[src/rtl/ifetch_pkg.sv]
// Shared definitions for the instruction fetch stage: default geometry,
// RV32I opcodes used by the predictor, FSM states and small helpers.
`timescale 1ns/1ps
package ifetch_pkg;

    localparam int ICACHE_IDX_DEF = 6;   // 64 one-word icache lines
    localparam int BHT_IDX_DEF    = 8;   // 256 two-bit counters

    localparam logic [6:0] OPCODE_JAL  = 7'b1101111;
    localparam logic [6:0] OPCODE_JALR = 7'b1100111;
    localparam logic [6:0] OPCODE_BR   = 7'b1100011;

    typedef enum logic {
        S_IDLE     = 1'b0,
        S_WAIT_MEM = 1'b1
    } fetch_state_e;

    // J-type immediate, sign-extended to 32 bits
    function automatic logic [31:0] imm_j(input logic [31:0] i);
        return {{12{i[31]}}, i[19:12], i[20], i[30:21], 1'b0};
    endfunction

    // B-type immediate, sign-extended to 32 bits
    function automatic logic [31:0] imm_b(input logic [31:0] i);
        return {{20{i[31]}}, i[7], i[30:25], i[11:8], 1'b0};
    endfunction

    // Saturating two-bit counter step
    function automatic logic [1:0] bht_step(input logic [1:0] c, input logic up);
        logic [1:0] r;
        r = c;
        if (up && c != 2'b11)
            r = c + 2'b01;
        else if (!up && c != 2'b00)
            r = c - 2'b01;
        return r;
    endfunction

endpackage

[src/rtl/ifetch_icache.sv]
// Direct-mapped instruction cache with one-word lines: combinational
// hit/data lookup and a single write port used by refills.
`timescale 1ns/1ps
module icache
    import ifetch_pkg::*;
#(
    parameter int IDX_W = ICACHE_IDX_DEF
) (
    input  logic        clk,
    input  logic        rst,
    input  logic [29:0] rd_addr,   // word address (pc[31:2])
    output logic        hit,
    output logic [31:0] rd_data,
    input  logic        wr_en,
    input  logic [29:0] wr_addr,   // word address of the refilled line
    input  logic [31:0] wr_data
);
    localparam int LINES = 1 << IDX_W;
    localparam int TAG_W = 30 - IDX_W;

    logic [LINES-1:0] valid_q, valid_d;
    logic [TAG_W-1:0] tag_mem  [LINES];
    logic [31:0]      data_mem [LINES];

    logic [IDX_W-1:0] rd_idx, wr_idx;
    logic [TAG_W-1:0] rd_tag, wr_tag;

    assign rd_idx = rd_addr[IDX_W-1:0];
    assign rd_tag = rd_addr[29:IDX_W];
    assign wr_idx = wr_addr[IDX_W-1:0];
    assign wr_tag = wr_addr[29:IDX_W];

    assign hit     = valid_q[rd_idx] && (tag_mem[rd_idx] == rd_tag);
    assign rd_data = data_mem[rd_idx];

    // Next valid vector: a refill marks its line valid
    always_comb begin
        valid_d = valid_q;
        if (wr_en)
            valid_d[wr_idx] = 1'b1;
    end

    // Valid bits; reset invalidates the whole cache
    always_ff @(posedge clk) begin
        if (rst)
            valid_q <= '0;
        else
            valid_q <= valid_d;
    end

    // Tag and data storage, written only by refills
    always_ff @(posedge clk) begin
        if (wr_en) begin
            tag_mem[wr_idx]  <= wr_tag;
            data_mem[wr_idx] <= wr_data;
        end
    end

endmodule

[src/rtl/ifetch.sv]
// Instruction fetch: owns the fetch PC, the icache refill FSM and a
// bimodal branch predictor; issues at most one instruction per cycle.
`timescale 1ns/1ps
module ifetch
    import ifetch_pkg::*;
#(
    parameter int ICACHE_IDX = ICACHE_IDX_DEF,
    parameter int BHT_IDX    = BHT_IDX_DEF
) (
    input  logic        clk,
    input  logic        rst,
    input  logic        rdy,
    input  logic        rs_nxt_full,
    input  logic        lsb_nxt_full,
    input  logic        rob_nxt_full,
    input  logic        rollback,
    input  logic [31:0] rob_set_pc,
    input  logic        rob_br,
    input  logic [31:0] rob_br_pc,
    input  logic        rob_br_jump,
    output logic        mem_inst_en,
    output logic [31:0] mem_inst_addr,
    input  logic        mem_inst_rdy,
    input  logic [31:0] mem_inst,
    output logic        inst_rdy,
    output logic [31:0] inst,
    output logic [31:0] inst_pc,
    output logic        inst_pred_jump
);
    localparam int BHT_N = 1 << BHT_IDX;

    fetch_state_e state_q, state_d;
    logic [31:0]  pc_q, pc_d;
    logic         inst_rdy_q, inst_rdy_d;
    logic [31:0]  inst_q, inst_d;
    logic [31:0]  inst_pc_q, inst_pc_d;
    logic         pred_q, pred_d;
    logic         mem_en_q, mem_en_d;
    logic [31:0]  mem_addr_q, mem_addr_d;

    logic         stall;
    logic         ic_hit;
    logic [31:0]  ic_data;
    logic         fill_we;
    logic         fill_en;

    logic [1:0]         bht_q [BHT_N];
    logic [BHT_IDX-1:0] bht_rd_idx, bht_wr_idx;
    logic [1:0]         bht_ctr;
    logic               pred_taken;
    logic [31:0]        pred_next;

    // Bits of the committed-branch PC that do not select a BHT entry
    logic unused_rob_br_pc;
    assign unused_rob_br_pc = ^{rob_br_pc[31:BHT_IDX+2], rob_br_pc[1:0]};

    assign stall      = rs_nxt_full | lsb_nxt_full | rob_nxt_full;
    assign bht_rd_idx = pc_q[BHT_IDX+1:2];
    assign bht_wr_idx = rob_br_pc[BHT_IDX+1:2];
    assign bht_ctr    = bht_q[bht_rd_idx];

    // Refill writes obey the global freeze and lose to reset
    assign fill_en = fill_we & rdy & ~rst;

    icache #(.IDX_W(ICACHE_IDX)) u_icache (
        .clk     (clk),
        .rst     (rst),
        .rd_addr (pc_q[31:2]),
        .hit     (ic_hit),
        .rd_data (ic_data),
        .wr_en   (fill_en),
        .wr_addr (mem_addr_q[31:2]),
        .wr_data (mem_inst)
    );

    // Predict direction and next PC for the word currently looked up
    always_comb begin
        pred_taken = 1'b0;
        pred_next  = pc_q + 32'd4;
        case (ic_data[6:0])
            OPCODE_JAL: begin
                pred_taken = 1'b1;
                pred_next  = pc_q + imm_j(ic_data);
            end
            OPCODE_BR: begin
                if (bht_ctr[1]) begin
                    pred_taken = 1'b1;
                    pred_next  = pc_q + imm_b(ic_data);
                end
            end
            OPCODE_JALR: begin
                // Register target is unknown here; fall through to pc+4
                pred_taken = 1'b0;
            end
            default: begin
                pred_taken = 1'b0;
            end
        endcase
    end

    // Fetch FSM next state: rollback redirects first, refills always finish
    always_comb begin
        state_d    = state_q;
        pc_d       = pc_q;
        inst_rdy_d = 1'b0;
        inst_d     = inst_q;
        inst_pc_d  = inst_pc_q;
        pred_d     = pred_q;
        mem_en_d   = mem_en_q;
        mem_addr_d = mem_addr_q;
        fill_we    = 1'b0;
        case (state_q)
            S_IDLE: begin
                if (rollback) begin
                    pc_d = rob_set_pc;
                end else if (!ic_hit) begin
                    mem_en_d   = 1'b1;
                    mem_addr_d = pc_q;
                    state_d    = S_WAIT_MEM;
                end else if (!stall) begin
                    inst_rdy_d = 1'b1;
                    inst_d     = ic_data;
                    inst_pc_d  = pc_q;
                    pred_d     = pred_taken;
                    pc_d       = pred_next;
                end
            end
            S_WAIT_MEM: begin
                if (rollback)
                    pc_d = rob_set_pc;
                if (mem_inst_rdy) begin
                    fill_we  = 1'b1;
                    mem_en_d = 1'b0;
                    state_d  = S_IDLE;
                end
            end
            default: begin
                state_d = S_IDLE;
            end
        endcase
    end

    // Fetch state registers, frozen while rdy is low
    always_ff @(posedge clk) begin
        if (rst) begin
            state_q    <= S_IDLE;
            pc_q       <= '0;
            inst_rdy_q <= 1'b0;
            inst_q     <= '0;
            inst_pc_q  <= '0;
            pred_q     <= 1'b0;
            mem_en_q   <= 1'b0;
            mem_addr_q <= '0;
        end else if (rdy) begin
            state_q    <= state_d;
            pc_q       <= pc_d;
            inst_rdy_q <= inst_rdy_d;
            inst_q     <= inst_d;
            inst_pc_q  <= inst_pc_d;
            pred_q     <= pred_d;
            mem_en_q   <= mem_en_d;
            mem_addr_q <= mem_addr_d;
        end
    end

    // BHT counters: weakly not-taken at reset, trained by committed branches
    always_ff @(posedge clk) begin
        if (rst) begin
            for (int i = 0; i < BHT_N; i++)
                bht_q[i] <= 2'b01;
        end else if (rdy && rob_br) begin
            bht_q[bht_wr_idx] <= bht_step(bht_q[bht_wr_idx], rob_br_jump);
        end
    end

    assign mem_inst_en    = mem_en_q;
    assign mem_inst_addr  = mem_addr_q;
    assign inst_rdy       = inst_rdy_q;
    assign inst           = inst_q;
    assign inst_pc        = inst_pc_q;
    assign inst_pred_jump = pred_q;

endmodule

[config.mk]
export PLATFORM = sky130hd
export DESIGN_NAME = ifetch
export DESIGN_NICKNAME = d
export VERILOG_FILES = /design/src/rtl/ifetch_pkg.sv /design/src/rtl/ifetch_icache.sv /design/src/rtl/ifetch.sv
export SDC_FILE = /design/constraint.sdc
export NUM_CORES = 2
export LEC_CHECK = 0
export BUFFER_PORTS_ARGS = -buffer_cell sky130_fd_sc_hd__buf_2
export CELL_PAD_IN_SITES_DETAIL_PLACEMENT = 0
export CELL_PAD_IN_SITES_GLOBAL_PLACEMENT = 2
export CORE_UTILIZATION = 30
export DETAILED_ROUTE_END_ITERATION = 7
export HOLD_SLACK_MARGIN = 0.02
export MAX_ROUTING_LAYER = met4
export PLACE_DENSITY = 0.61
export SKIP_LAST_GASP = 1
export SLEW_MARGIN = 20
export SYNTH_ARGS = -nofsm -noshare
export SYNTH_HDL_FRONTEND = slang
export SYNTH_HIERARCHICAL = 1
export SYNTH_SLANG_ARGS = --single-unit
[constraint.sdc]
create_clock -name clk -period 9.4 [get_ports clk]
set_input_delay 1.41 -clock clk [delete_from_list [all_inputs] [get_ports clk]]
set_output_delay 1.41 -clock clk [all_outputs]
set_load 0.05 [all_outputs]
==> reports/metrics.csv <==
metric;value;unit
finalCritPeriodShare;0.870;
power;41.7;mW
ys_seq_area_frac;0.725;
setup_viol;0;
antenna_found_initial;45;
ys_ff_latch;4300;
crit_required;10.20;ns
fmax;0.122;GHz
p_sw;9.73;mW
combPwrFrac;0.074;
async_flop_share;0;
dr.pass1.iters;6;
fill_cells;54300;
port_buffers;180;
max-cap-violations;0;
drtIter0Drc;11200;
ys_warn_count;6;
synth-edff-count;4096;
grt_pass1_vias;96200;
grt_start_max_net_pins;196;
synth-main-ff-cell;edfxtp_1;
worst_slack;1.22;ns
post-place-ws;1.40;ns
start_kind;flip-flop;
hp-class;reg2reg;
grt_pass1_wl;821000;µm
layoutNonFillerInstCount;17700;
dieHeight;767;µm
pin_count;205;
outcome;finished, final reports clean;
met2_length;288000;µm
path_clk_slew;0.06;ns
vias;96900;
hold_viol_final;0;
postCtsResizedCells;0;
pwr-share-seq;0.504;
wl_met1;253000;µm
yosysUniqueCellTypes;86;
top_layer;met4;
fin_crit;8.18;ns
clk_latency;1.06;ns
syn_area;175000;µm²
rsz0062_at_grt;false;
core;582000;µm²
path_class;reg2reg;
grt_use_total;0.206;
cp-end-kind;flip-flop;
routedWlPerCell;34.2;µm
cts_buffers;441;
placed_area;187000;µm²
clkPwrFrac;0.422;
drc;0;
power_density;207;nW/µm²
rows;280;
critPathArrivalTime;8.97;ns
wl_met3;41700;µm
swShare;0.233;
synth_cells;9154;
fin_setup_tns;0;ns
initial_utilization;0.301;
critical_path.max_fanout;50;
drtAntennaViolNets;0;
dieArea;588000;µm²
numPlacedInstances;16800;
viasPerCell;5.49;
cellLeakagePower;61.1;nW
root_buffer;clkbuf_16;
tightestPinTransition;1.32;ns
gp_congestion;0.832;
drive_gt1_frac;0.267;
cts_tree;yes;
stdcell_area;202000;µm²
final_nets;9643;
dp_hpwl;344000;µm
slew_headroom;0.121;
area_delta_synth_final;14.9;%
ir_drop;0.187;mV
htree_levels;5;
cts_max_path_buffers;4;
cts_setup_buffers;0;
clock-skew-final;0.110;ns
finalWirelength;605000;µm
synthesis.nets;9308;
slew_violations;0;
gr-total-overflow;0;
die_x;767;µm
ctsHoldBuffers;0;
avgSynthCellArea;19.2;µm²
internal_power;32.0;mW
cts.sinks;4300;
## cell type report
type / instances / area (µm²) / share of cell area
Clock buffer: 546 / 11700 / 0.0583
Multi-Input combinational cell: 4162 / 45700 / 0.227
Inverter: 29 / 120 / 0.000596
Timing Repair Buffer: 555 / 4410 / 0.0219
Clock inverter: 278 / 2630 / 0.0130
Sequential cell: 4300 / 127000 / 0.631
Tap cell: 7755 / 9700 / 0.0481
Antenna cell: 27 / 67.6 / 0.000335
## layer usage
layer / global-route usage / up-vias
li1: - / 38500
met1: 0.274 / 53400
met2: 0.327 / 4080
met3: 0.0303 / 946
met4: 0.0659 / 0
met5: - / -
## critical path, stage by stage (launching register included)
cell	delay (ns)
dfxtp_4	0.85
buf_12	0.46
buf_4	0.46
mux2i_1	0.23
o22ai_1	0.10
nor4_1	0.72
o32a_1	0.37
a2111oi_0	0.10
a221oi_1	0.54
o2111ai_1	0.47
nor4_4	0.68
buf_4	0.29
nor4b_1	0.30
buf_4	0.20
nor2b_1	0.21
o21a_1	0.61
buf_4	0.25
o21ai_0	0.19
a21o_1	0.23
a21oi_1	0.52
## flip-flops by register name, summed over array words and instances, names as in the netlist, named ones only
signal	flops
inst	32
mem_inst_en	1
bht_q	512
inst_pc	32
mem_inst_addr	32
u_icache/valid_q	64
u_icache/data_mem	2048
pc_q	32
state_q	1
inst_rdy	1
u_icache/tag_mem	1536
inst_pred_jump	1
## layout by cell type, fill, tap and decap left out, drive strengths merged, types with 197 or more instances in the layout
cell type	instances
clkinv	207
a21o	206
nor3	290
nand2	425
nand3	303
buf	554
mux4	1200
clkbuf	547
nor2	346
edfxtp	4096
a21oi	222
mux2i	197
dfxtp	204
## logic make-up (layout without fill, tap and decap cells)
logic type                 Yosys count  count (layout)  synth area share
muxes                             1437            1437             0.168
and+or+nand+nor                   1635            1635            0.0435
DFF                               4300            4300             0.725
other                                0              27                 0
adders and majority gates           48              48           0.00351
buffers and inverters              692            1408            0.0191
xor gates and xnor gates            76              76           0.00384
AOI/OAI and AO/OA                  966             966            0.0375
## synth_stat cells (all sizes together), types with 46 or more instances
cell	number	area, µm²
xnor2	46	410
ha	46	576
nand3	303	1520
nand2b	59	369
nand2	425	1600
nor2	346	1300
buf	270	1770
edfxtp	4096	123000
a22oi	95	713
o21ai	96	480
a21oi	222	1110
o21bai	50	375
nor3	290	1460
mux2i	197	1970
clkbuf	393	1480
dfxtp	204	4080
o22ai	68	432
mux4	1200	27000
a21o	206	1550
## metrics by stage
step,util,hold WS (ns)
floorplan,-,0.435
global placement,0.321,0.443
detailed placement,0.321,0.446
CTS,0.346,0.454
global route,0.346,0.475
finish,0.346,0.454
## final timing paths
check | from | end | slack, ns | depth (start not counted)
max | pc_q[2]$_SDFFE_PP0P_ | pc_q[4]$_SDFFE_PP0P_ | 1.22 | 19
min | inst_pc[0]$_SDFFE_PP0P_ | inst_pc[0]$_SDFFE_PP0P_ | 0.45 | 2
min reg2reg | inst_pc[0]$_SDFFE_PP0P_ | inst_pc[0]$_SDFFE_PP0P_ | 0.45 | 2
max reg2reg | pc_q[2]$_SDFFE_PP0P_ | pc_q[4]$_SDFFE_PP0P_ | 1.22 | 19
## power groups by stage
stage          logic [mW]  clock network (mW)  registers, mW
2_1_floorplan        1.98                   0           21.4
3_3_place_gp         3.06                   0           21.4
3_5_place_dp         3.09                   0           21.4
4_1_cts              3.09                17.9           21.0
5_1_grt              3.24                18.6           21.0
6_report             3.08                17.6           21.0
Note: power is estimated with default switching activity, not from simulation.
